--- config.mk ---
export PLATFORM = sky130hd
export DESIGN_NAME = cam_result_reader
export DESIGN_NICKNAME = d
export VERILOG_FILES = /design/src/rtl/cam_result_reader.sv
export SDC_FILE = /design/constraint.sdc
export NUM_CORES = 1
export LEC_CHECK = 0
export BUFFER_PORTS_ARGS = -buffer_cell sky130_fd_sc_hd__buf_2
export CAP_MARGIN = 20
export CORE_UTILIZATION = 57
export CTS_CLUSTER_DIAMETER = 120
export DETAILED_ROUTE_END_ITERATION = 16
export PLACE_DENSITY = 0.8
export SLEW_MARGIN = 20
export SYNTH_ARGS = -nofsm -noshare
export SYNTH_HDL_FRONTEND = slang
export SYNTH_SLANG_ARGS = --single-unit
--- constraint.sdc ---
create_clock -name clk -period 3.05 [get_ports clk]
set_clock_uncertainty 0.15 [all_clocks]
set_input_delay 0.4575 -clock clk [delete_from_list [all_inputs] [get_ports clk]]
set_output_delay 0.4575 -clock clk [all_outputs]
set_load 0.02 [all_outputs]
--- src/rtl/cam_result_reader.sv ---
// CAM readout stage: sweeps row/column addresses over a wrapping window, captures
// array data at the fixed 2-cycle read latency and streams it through a 4-entry skid FIFO.
module cam_result_reader #(
  parameter int unsigned DATA_WIDTH     = 4,
  parameter int unsigned DATA_DEPTH     = 4,
  parameter int unsigned ADDR_WIDTH_CAM = 8,
  parameter int unsigned CNT_WIDTH      = 8,
  parameter logic [2:0]  RowxRow        = 3'd1,
  parameter logic [2:0]  ColxCol        = 3'd2,
  localparam int unsigned OUT_W = (DATA_WIDTH > DATA_DEPTH) ? DATA_WIDTH : DATA_DEPTH
) (
  input  logic                      clk,
  input  logic                      rst,
  input  logic                      start,
  input  logic                      dir,
  input  logic [ADDR_WIDTH_CAM-1:0] base_addr,
  input  logic [CNT_WIDTH-1:0]      count,
  output logic                      busy,
  output logic                      done,
  output logic [2:0]                input_mode_o,
  output logic [ADDR_WIDTH_CAM-1:0] addr_output_Row,
  output logic [ADDR_WIDTH_CAM-1:0] addr_output_Col,
  input  logic [DATA_WIDTH-1:0]     Q_out_row,
  input  logic [DATA_DEPTH-1:0]     Q_out_col,
  output logic [OUT_W-1:0]          m_data,
  output logic                      m_valid,
  input  logic                      m_ready,
  output logic                      m_last
);

  localparam int unsigned FIFO_DEPTH = 4;
  localparam int unsigned OCC_W      = 3;
  localparam int unsigned PTR_W      = 2;
  localparam logic [ADDR_WIDTH_CAM-1:0] PARK_ROW = ADDR_WIDTH_CAM'(DATA_DEPTH + 3);
  localparam logic [ADDR_WIDTH_CAM-1:0] PARK_COL = ADDR_WIDTH_CAM'(DATA_WIDTH + 3);
  localparam logic [ADDR_WIDTH_CAM-1:0] LEN_ROW  = ADDR_WIDTH_CAM'(DATA_DEPTH);
  localparam logic [ADDR_WIDTH_CAM-1:0] LEN_COL  = ADDR_WIDTH_CAM'(DATA_WIDTH);

  localparam logic [1:0] S_IDLE  = 2'd0;
  localparam logic [1:0] S_ISSUE = 2'd1;
  localparam logic [1:0] S_DRAIN = 2'd2;
  localparam logic [1:0] S_FIN   = 2'd3;

  logic [1:0]                r_state;
  logic                      r_dir;
  logic [CNT_WIDTH-1:0]      r_count;
  logic [CNT_WIDTH-1:0]      r_issued;
  logic [ADDR_WIDTH_CAM-1:0] r_idx;
  logic [ADDR_WIDTH_CAM-1:0] r_addr_row;
  logic [ADDR_WIDTH_CAM-1:0] r_addr_col;
  logic [2:0]                r_mode;
  logic                      r_busy;
  logic                      r_done;
  logic                      r_s1;
  logic                      r_s1_last;
  logic                      r_s2;
  logic                      r_s2_last;
  logic [OUT_W-1:0]          r_fifo_dat [FIFO_DEPTH];
  logic                      r_fifo_lst [FIFO_DEPTH];
  logic [OCC_W-1:0]          r_occ;
  logic                      r_m_valid;

  logic [1:0]                w_state_nxt;
  logic                      w_start_ok;
  logic                      w_issue;
  logic                      w_pop;
  logic                      w_credit;
  logic                      w_last_issue;
  logic                      w_drain_done;
  logic                      w_dir_eff;
  logic [OCC_W:0]            w_outstanding;
  logic [ADDR_WIDTH_CAM-1:0] w_len;
  logic [ADDR_WIDTH_CAM-1:0] w_idx_inc;
  logic [ADDR_WIDTH_CAM-1:0] w_base_mod;
  logic [OUT_W-1:0]          w_push_dat;
  logic [PTR_W-1:0]          w_wr_idx;
  logic [OUT_W-1:0]          w_fifo_dat_nxt [FIFO_DEPTH];
  logic                      w_fifo_lst_nxt [FIFO_DEPTH];
  logic [OCC_W-1:0]          w_occ_nxt;

  // Credit counts words still in the read pipe so the FIFO can never overflow.
  assign w_pop         = r_m_valid & m_ready;
  assign w_outstanding = (OCC_W+1)'(r_occ) + (OCC_W+1)'(r_s1) + (OCC_W+1)'(r_s2);
  assign w_credit      = w_outstanding < (OCC_W+1)'(FIFO_DEPTH);
  assign w_last_issue  = (r_issued == r_count - CNT_WIDTH'(1));
  assign w_drain_done  = !r_s1 && !r_s2 && (r_occ == OCC_W'(1)) && w_pop;
  assign w_dir_eff     = w_start_ok ? dir : r_dir;
  assign w_len         = r_dir ? LEN_COL : LEN_ROW;
  assign w_idx_inc     = (r_idx == w_len - ADDR_WIDTH_CAM'(1)) ? '0 : r_idx + ADDR_WIDTH_CAM'(1);
  assign w_base_mod    = dir ? (base_addr % LEN_COL) : (base_addr % LEN_ROW);
  assign w_push_dat    = r_dir ? OUT_W'(Q_out_col) : OUT_W'(Q_out_row);

  always_ff @(posedge clk) begin
    if (!rst) r_state <= S_IDLE;
    else      r_state <= w_state_nxt;
  end

  always_comb begin
    w_state_nxt = r_state;
    w_start_ok  = 1'b0;
    w_issue     = 1'b0;
    case (r_state)
      S_IDLE: begin
        if (start) begin
          w_start_ok  = 1'b1;
          w_state_nxt = (count == '0) ? S_FIN : S_ISSUE;
        end
      end
      S_ISSUE: begin
        if (w_credit) begin
          w_issue = 1'b1;
          if (w_last_issue) w_state_nxt = S_DRAIN;
        end
      end
      S_DRAIN: if (w_drain_done) w_state_nxt = S_FIN;
      S_FIN:   w_state_nxt = S_IDLE;
      default: w_state_nxt = S_IDLE;
    endcase
  end

  // Shift-register FIFO: head always at entry 0, entries at or above occupancy stay zero.
  always_comb begin
    w_fifo_dat_nxt = r_fifo_dat;
    w_fifo_lst_nxt = r_fifo_lst;
    if (w_pop) begin
      for (int unsigned i = 0; i < FIFO_DEPTH - 1; i++) begin
        w_fifo_dat_nxt[i] = r_fifo_dat[i+1];
        w_fifo_lst_nxt[i] = r_fifo_lst[i+1];
      end
      w_fifo_dat_nxt[FIFO_DEPTH-1] = '0;
      w_fifo_lst_nxt[FIFO_DEPTH-1] = 1'b0;
    end
    w_wr_idx = PTR_W'(w_pop ? r_occ - OCC_W'(1) : r_occ);
    if (r_s2) begin
      w_fifo_dat_nxt[w_wr_idx] = w_push_dat;
      w_fifo_lst_nxt[w_wr_idx] = r_s2_last;
    end
    w_occ_nxt = r_occ + OCC_W'(r_s2) - OCC_W'(w_pop);
  end

  always_ff @(posedge clk) begin
    if (!rst) begin
      r_dir      <= 1'b0;
      r_count    <= '0;
      r_issued   <= '0;
      r_idx      <= '0;
      r_addr_row <= PARK_ROW;
      r_addr_col <= PARK_COL;
      r_mode     <= '0;
      r_busy     <= 1'b0;
      r_done     <= 1'b0;
      r_s1       <= 1'b0;
      r_s1_last  <= 1'b0;
      r_s2       <= 1'b0;
      r_s2_last  <= 1'b0;
      r_occ      <= '0;
      r_m_valid  <= 1'b0;
      for (int unsigned i = 0; i < FIFO_DEPTH; i++) begin
        r_fifo_dat[i] <= '0;
        r_fifo_lst[i] <= 1'b0;
      end
    end else begin
      assert (!(r_s2 && r_occ == OCC_W'(FIFO_DEPTH)))
        else $error("cam_result_reader: push into full fifo");
      if (w_start_ok) begin
        r_dir    <= dir;
        r_count  <= count;
        r_issued <= '0;
        r_idx    <= w_base_mod;
      end else if (w_issue) begin
        r_idx    <= w_idx_inc;
        r_issued <= r_issued + CNT_WIDTH'(1);
      end
      // Address holds through credit bubbles and parks once issuing ends.
      if (w_issue) begin
        if (r_dir) r_addr_col <= r_idx;
        else       r_addr_row <= r_idx;
      end else if (w_state_nxt != S_ISSUE) begin
        r_addr_row <= PARK_ROW;
        r_addr_col <= PARK_COL;
      end
      r_mode     <= (w_state_nxt == S_ISSUE || w_state_nxt == S_DRAIN) ?
                    (w_dir_eff ? ColxCol : RowxRow) : 3'd0;
      r_busy     <= (w_state_nxt != S_IDLE);
      r_done     <= (r_state == S_FIN);
      r_s1       <= w_issue;
      r_s1_last  <= w_issue & w_last_issue;
      r_s2       <= r_s1;
      r_s2_last  <= r_s1_last;
      r_fifo_dat <= w_fifo_dat_nxt;
      r_fifo_lst <= w_fifo_lst_nxt;
      r_occ      <= w_occ_nxt;
      r_m_valid  <= (w_occ_nxt != '0);
    end
  end

  assign busy            = r_busy;
  assign done            = r_done;
  assign input_mode_o    = r_mode;
  assign addr_output_Row = r_addr_row;
  assign addr_output_Col = r_addr_col;
  assign m_data          = r_fifo_dat[0];
  assign m_last          = r_fifo_lst[0];
  assign m_valid         = r_m_valid;

endmodule

Word level (Yosys, flattened, before mapping)

Cells that the tools add are included.

Logic and storage cells: 100
RAM bits: 0
Bits in read-only memories: 0
Register bits: 76
Latch bits: 0
Memories: 0

Div/mod/pow operators: 0
Eq/ne operators: 11
Add/subtract/negate cells: 8
Multipliers: 0
Order comparisons: 3
Reduce and logical (&&, ||, !) cells: 17
Mux-type cells: 32
Shift-type cells: 0
Bitwise logic cells: 4

Operators by type and width:

| kind                  | number |
|---|---|
| $mux W8               | 6 |
| $mux W16              | 2 |
| $mux W2               | 9 |
| $add A8 B1 Y8 const B | 2 |
| $bwmux W16            | 1 |
| $mux W4               | 4 |
| $demux W4 S2          | 1 |
| $eq A8 B2 Y1 const B  | 1 |
| $eq A8 B8 Y1          | 1 |
| $logic_not A8 Y1      | 1 |
| $pmux W2 S4           | 1 |
| $sub A8 B1 Y8 const B | 1 |
| $eq A2 B2 Y1 const B  | 3 |
| $mux W1               | 6 |
| $reduce_and A2 Y1     | 3 |
| $reduce_bool A2 Y1    | 3 |
| $add A3 B1 Y4         | 1 |
| $add A4 B1 Y4         | 1 |
| $bwmux W4             | 1 |
| $eq A2 B1 Y1 const B  | 2 |
| $logic_and A1 B1 Y1   | 4 |
| $lt A4 B3 Y1 const B  | 1 |
| $ne A2 B2 Y1 const B  | 2 |
| $add A3 B1 Y3         | 1 |
| other kinds (15)      | 17 |

Logic depth before layout (Yosys ltp)

Depth after elaboration: 9
Depth in mapped cells: 11
Gate-level depth less buffers: 11

Least setup slack after synthesis

Ideal clock, no wire load.

Path kind: reg-to-reg
From: reg r_count[0]
To: reg r_addr_col[7], in the netlist addr_output_Col[7]
Path slack: 0.434 ns
Buffers on the path: 1
Cell stages (with the launch flop): 10
Arrival time: 2.391 ns
Path through: dfxtp_1 -> or4_4 -> o221a_1 -> nor4_1 -> nor4_2 -> a21oi_1 -> ha_1 -> buf_1 -> nand3_1 -> a31oi_1

Word-level cells in the longest chain between the ends: 8

Ends and longest elaborated chain:

| item                         | RTL line | RTL |
|---|---|---|
| from (decl)                  | 46       | `logic [CNT_WIDTH-1:0] r_count;` |
| from (signal assigned)       | 167      | `r_count <= count;` |
| $sub A8 B1 Y8                | 85       | `assign w_last_issue = (r_issued == r_count - CNT_WIDTH'(1));` |
| $eq A8 B8 Y1                 | 85       |  |
| $mux W2                      | 112      | `if (w_last_issue) w_state_nxt = S_DRAIN;` |
| $mux W2                      | 110      | `if (w_credit) begin` |
| $pmux W2 S4                  | 102      | `case (r_state)` |
| $ne A2 B1 Y1                 | 178      | `end else if (w_state_nxt != S_ISSUE) begin` |
| $reduce_bool A2 Y1 (no line) | --       |  |
| $reduce_and A2 Y1 (no line)  | --       |  |
| to (signal assigned)         | 176      | `if (r_dir) r_addr_col <= r_idx;` |
| to (decl)                    | 50       | `logic [ADDR_WIDTH_CAM-1:0] r_addr_col;` |

Every way passes these cells.
A chain may end at the register's enable or synchronous reset.

Worst setup path after layout

From: reg r_count[0]
To: reg r_addr_row[0], in the netlist addr_output_Row[0]

Word-level cells in the longest chain between the ends: 8

Ends and longest elaborated chain:

| item                         | RTL line | RTL |
|---|---|---|
| $sub A8 B1 Y8                | 85       |  |
| $eq A8 B8 Y1                 | 85       |  |
| $mux W2                      | 112      |  |
| $mux W2                      | 110      |  |
| $pmux W2 S4                  | 102      |  |
| $ne A2 B1 Y1                 | 178      |  |
| $reduce_bool A2 Y1 (no line) | --       |  |
| $reduce_and A2 Y1 (no line)  | --       |  |
| to (signal assigned)         | 177      | `else r_addr_row <= r_idx;` |
| to (decl)                    | 49       | `logic [ADDR_WIDTH_CAM-1:0] r_addr_row;` |

Every way passes these cells.

==> impl_results.md <==
* Via count of the first global-routing pass at 3026
* Minimum period implied by the final worst setup slack at 2.95 ns
* P_sw at 720 uW
* Total number of clock tree sinks at 75
* Post-synth EDFFs at 0
* Kind of start point of the critical path: flip-flop
* VDD IR max at 0.000350 V
* Cell type with the highest aggregate area in the netlist: dfxtp_1
* Total of max-cap violations at 0
* Area Growth Syn to Fin at 11.9%
* Total vias in the final route at 3353
* Fraction of synthesized cell area taken by the top area cell type at 0.403
* CP arrival at 3.03 ns
* Transition at the pin with the smallest max-transition slack at 0.594 ns
* Post-CTS repair timing setup buffer count at 0
* Cell with the largest stage delay on the worst path: or4_4
* IO buf count at 48
* Multi-input gate area at 2040 um^2
* Seq/Total Area, Yosys at 0.403
* Finish-stage setup viols at 0
* Overall routing resource usage at 0.247
* Sequential share of power at 0.476
* Standard cell core area at 6310 um^2
* Internal cell power at 1590 uW
* TritonCTS clock tree: built
* Height of the die at 82.9 um
* Combinational share of power at 0.223
* Global-route wire length before repair at 13900 um
* Post-route clock period utilization at 0.969
* Required time of the worst setup path at 3.12 ns
* Vias/cell at 5.98
* Outcome: finished, final reports clean
* Final RePlAce weighted congestion at 0.799
* Synthesis Warnings at 0
* Die area at 6860 um^2
* FF-to-FF setup slack at 0.1 ns
* Fraction of registers with async set or reset after synthesis at 0
* Top flip-flop cell by instance count after synthesis: dfxtp_1
* Critical path capture point type: flip-flop
* Critical R2R Capture: addr_output_Row[0]
* Leakage at 0.00156 uW
* Cell count of the worst hold path at 3
* Longest individual stage delay on the worst path at 0.56 ns
* Unique masters post-synth at 55
* Number of CTS-inserted buffers at 9
* Initial core utilization at 0.590
* Cell Pwr Density at 553 nW/um^2
* Worst skew pair latency at 0.35 ns
* Switching part of the total at 0.312
* Clock group share of total power at 0.302
* Detailed-routing iteration count for the pre-antenna-repair pass at 4
* Cts-stage hold buffer count at 0
* Root Buffer Master: clkbuf_8
* Number of cells on the worst reg-to-reg path at 10
* Worst slew slack as a fraction of its limit at 0.602
* Antenna-violating nets left at 0
* Antenna violations before repair at 0
* Gate Count Post-Synth at 444
* Worst-case hold slack at 0.201 ns
* Resized Gates After CTS at 0
* Maximum clock frequency at 338 MHz
* Hold/Removal Path Class: input port to flip-flop
* Worst setup path category: flip-flop to flip-flop
* Sum of overflow across all layers after global routing at 0
* Unrepaired setup endpoints after global routing: false
* TNS Setup at 0 ns
* Syn_nets at 484
* Reg-to-reg critical path startpoint: r_count[0]
* Site row count at 29
* Iter 0 DRT Violations at 156
* Antenna diodes at 0
* Residual DRC count at 0
* Final slew viol count at 0
* Maximum fanout count along the critical path at 6
* Synthesized area at 3730 um^2
* Bufs on Longest Clock Path at 2
* Total length of routed wires at 8210 um
* Die extent in x at 82.9 um
* Clock-pin slew of the registers on the worst-case setup and hold paths at 0.07 ns
* Number of nets in the finished design at 520
* I/O pin cnt at 56
* H-tree depth at 3
* Fraction of final layout cells sized beyond drive strength 1 at 0.180
* Synthesized area divided by synthesized cell count at 8.39 um^2
* Count of filler cells inserted in the layout at 549
* Number of register bits inferred by synthesis at 75
* Maximum number of pins on one net before global-route repair at 40
* Per-cell routed wire length at 14.6 um
* DPL Wire Length at 5750 um
* Worst path cell trace: or4_4, o221a_1, nor4_1, nor4_2, buf_4, a21oi_1, ha_1, inv_2, nor3_1, o31ai_1
* Terminating pin of the worst hold path: r_count[0]
* Hold Vio Cnt, Final at 0
* Storage cell area at 1500 um^2
* Main area contributors after synthesis: dfxtp_1, nand2_1, nand3_1
* Hold Path Origin: count[0]
-- flip-flops by register name, indices dropped and copies added (netlist names), 3 cells and up --
register	count
addr_output_Col	8
addr_output_Row	8
m_data	4
r_count	8
r_fifo_dat	12
r_fifo_lst	3
r_idx	8
r_issued	8
r_occ	3
-- through the flow --
stage               cells  total power [uW]  worst slack (ns)  utilization  cell area [um^2]
global placement      546              1610             0.224        0.632              3990
CTS                   561              2310            0.0829        0.660              4170
floorplan             444              1490             0.434            -              3730
global route          561              2440            0.0299        0.661              4170
detailed placement    546              1630             0.104        0.632              3990
finish                561              2310            0.0951        0.661              4170
-- power groups by stage --
stage	clock, uW	sequential (uW)	combinational, uW
2_1_floorplan	0	1120	372
3_3_place_gp	0	1110	493
3_5_place_dp	0	1120	510
4_1_cts	703	1100	513
5_1_grt	754	1110	575
6_report	696	1100	513
-- worst max-delay path: cells and delay by family (launching register included) --
kind	cells	cell delay [ns]
simple gates	4	1.24
compound gates	3	0.60
flops	1	0.35
buf+inv	2	0.25
fa+ha+maj	1	0.24
-- placed cells by master, fill, tap and decap left out, types with 3 or more instances in the layout --
cell type  synthesis  layout
dfxtp_1           75      74
buf_2              4      48
nand2_1           46      46
nand3_1           33      33
nor2_1            27      27
a21oi_1           25      25
nor3_1            20      20
a211oi_1          17      17
and2_1            15      15
nand3b_1          13      13
a31oi_1           12      12
clkbuf_8           0      12
inv_1             11      10
xor2_1            10      10
ha_1              10      10
o31ai_1            8       8
buf_4              5       8
xnor2_1            7       7
o21ai_0            7       7
nor3b_1            7       7
mux2i_1            6       6
a311oi_1           6       6
or3_1              5       5
nor4_1             5       5
or2_2              5       5
nand4_1            4       4
nand2b_1           3       3
nor2b_1            3       3
-- synthesized netlist by cell type (8+ instances only) --
library cell and n:
clkbuf_1 21, dfxtp_1 75, a21oi_1 25, nand2_1 46, inv_1 11, nand3_1 33
o31ai_1 8, nand3b_1 13, and2_1 15, nor3_1 20, nor2_1 27, a31oi_1 12
xor2_1 10, a211oi_1 17, ha_1 10
-- layer usage --
metal / up-vias / share of wire / track usage / wire (um)
li1: 1669 / - / - / -
met1: 1596 / 0.45 / 0.325 / 3670
met2: 77 / 0.49 / 0.390 / 4030
met3: 11 / 0.049 / 0.0626 / 401
met4: 0 / 0.014 / 0.0940 / 114
met5: - / 0 / 0 / 0
-- worst max-delay path by stage --
stage	from	end	slack [ns]
2_1_floorplan	r_count[0]	addr_output_Col[7]	0.43
3_3_place_gp	r_count[0]	addr_output_Col[0]	0.22
3_5_place_dp	r_count[0]	addr_output_Row[0]	0.10
4_1_cts	r_count[0]	addr_output_Row[0]	0.08
5_1_grt	r_count[0]	addr_output_Row[0]	0.03
6_report	r_count[0]	addr_output_Row[0]	0.1
-- cell type report --
class / count / area share
clock buffers: 13 / 0.0405
clock inverters: 2 / 0.00240
inverters: 13 / 0.0117
multi-input cells: 325 / 0.490
flip-flops and latches: 75 / 0.360
well taps: 77 / 0.0231
repair buffers: 56 / 0.0720
-- cell families after synthesis --
logic type | count (synthesis) | synth area share
other | 1 | 0.00101
adder cells (fa/ha/maj) | 11 | 0.0390
buffers and inverters | 44 | 0.0507
flip-flops | 75 | 0.403
AO/OA/AOI/OAI | 94 | 0.173
AND/OR/NAND/NOR | 195 | 0.274
XOR/XNOR | 17 | 0.0400
multiplexers | 7 | 0.0191
Power figures use the tool's default switching activity.
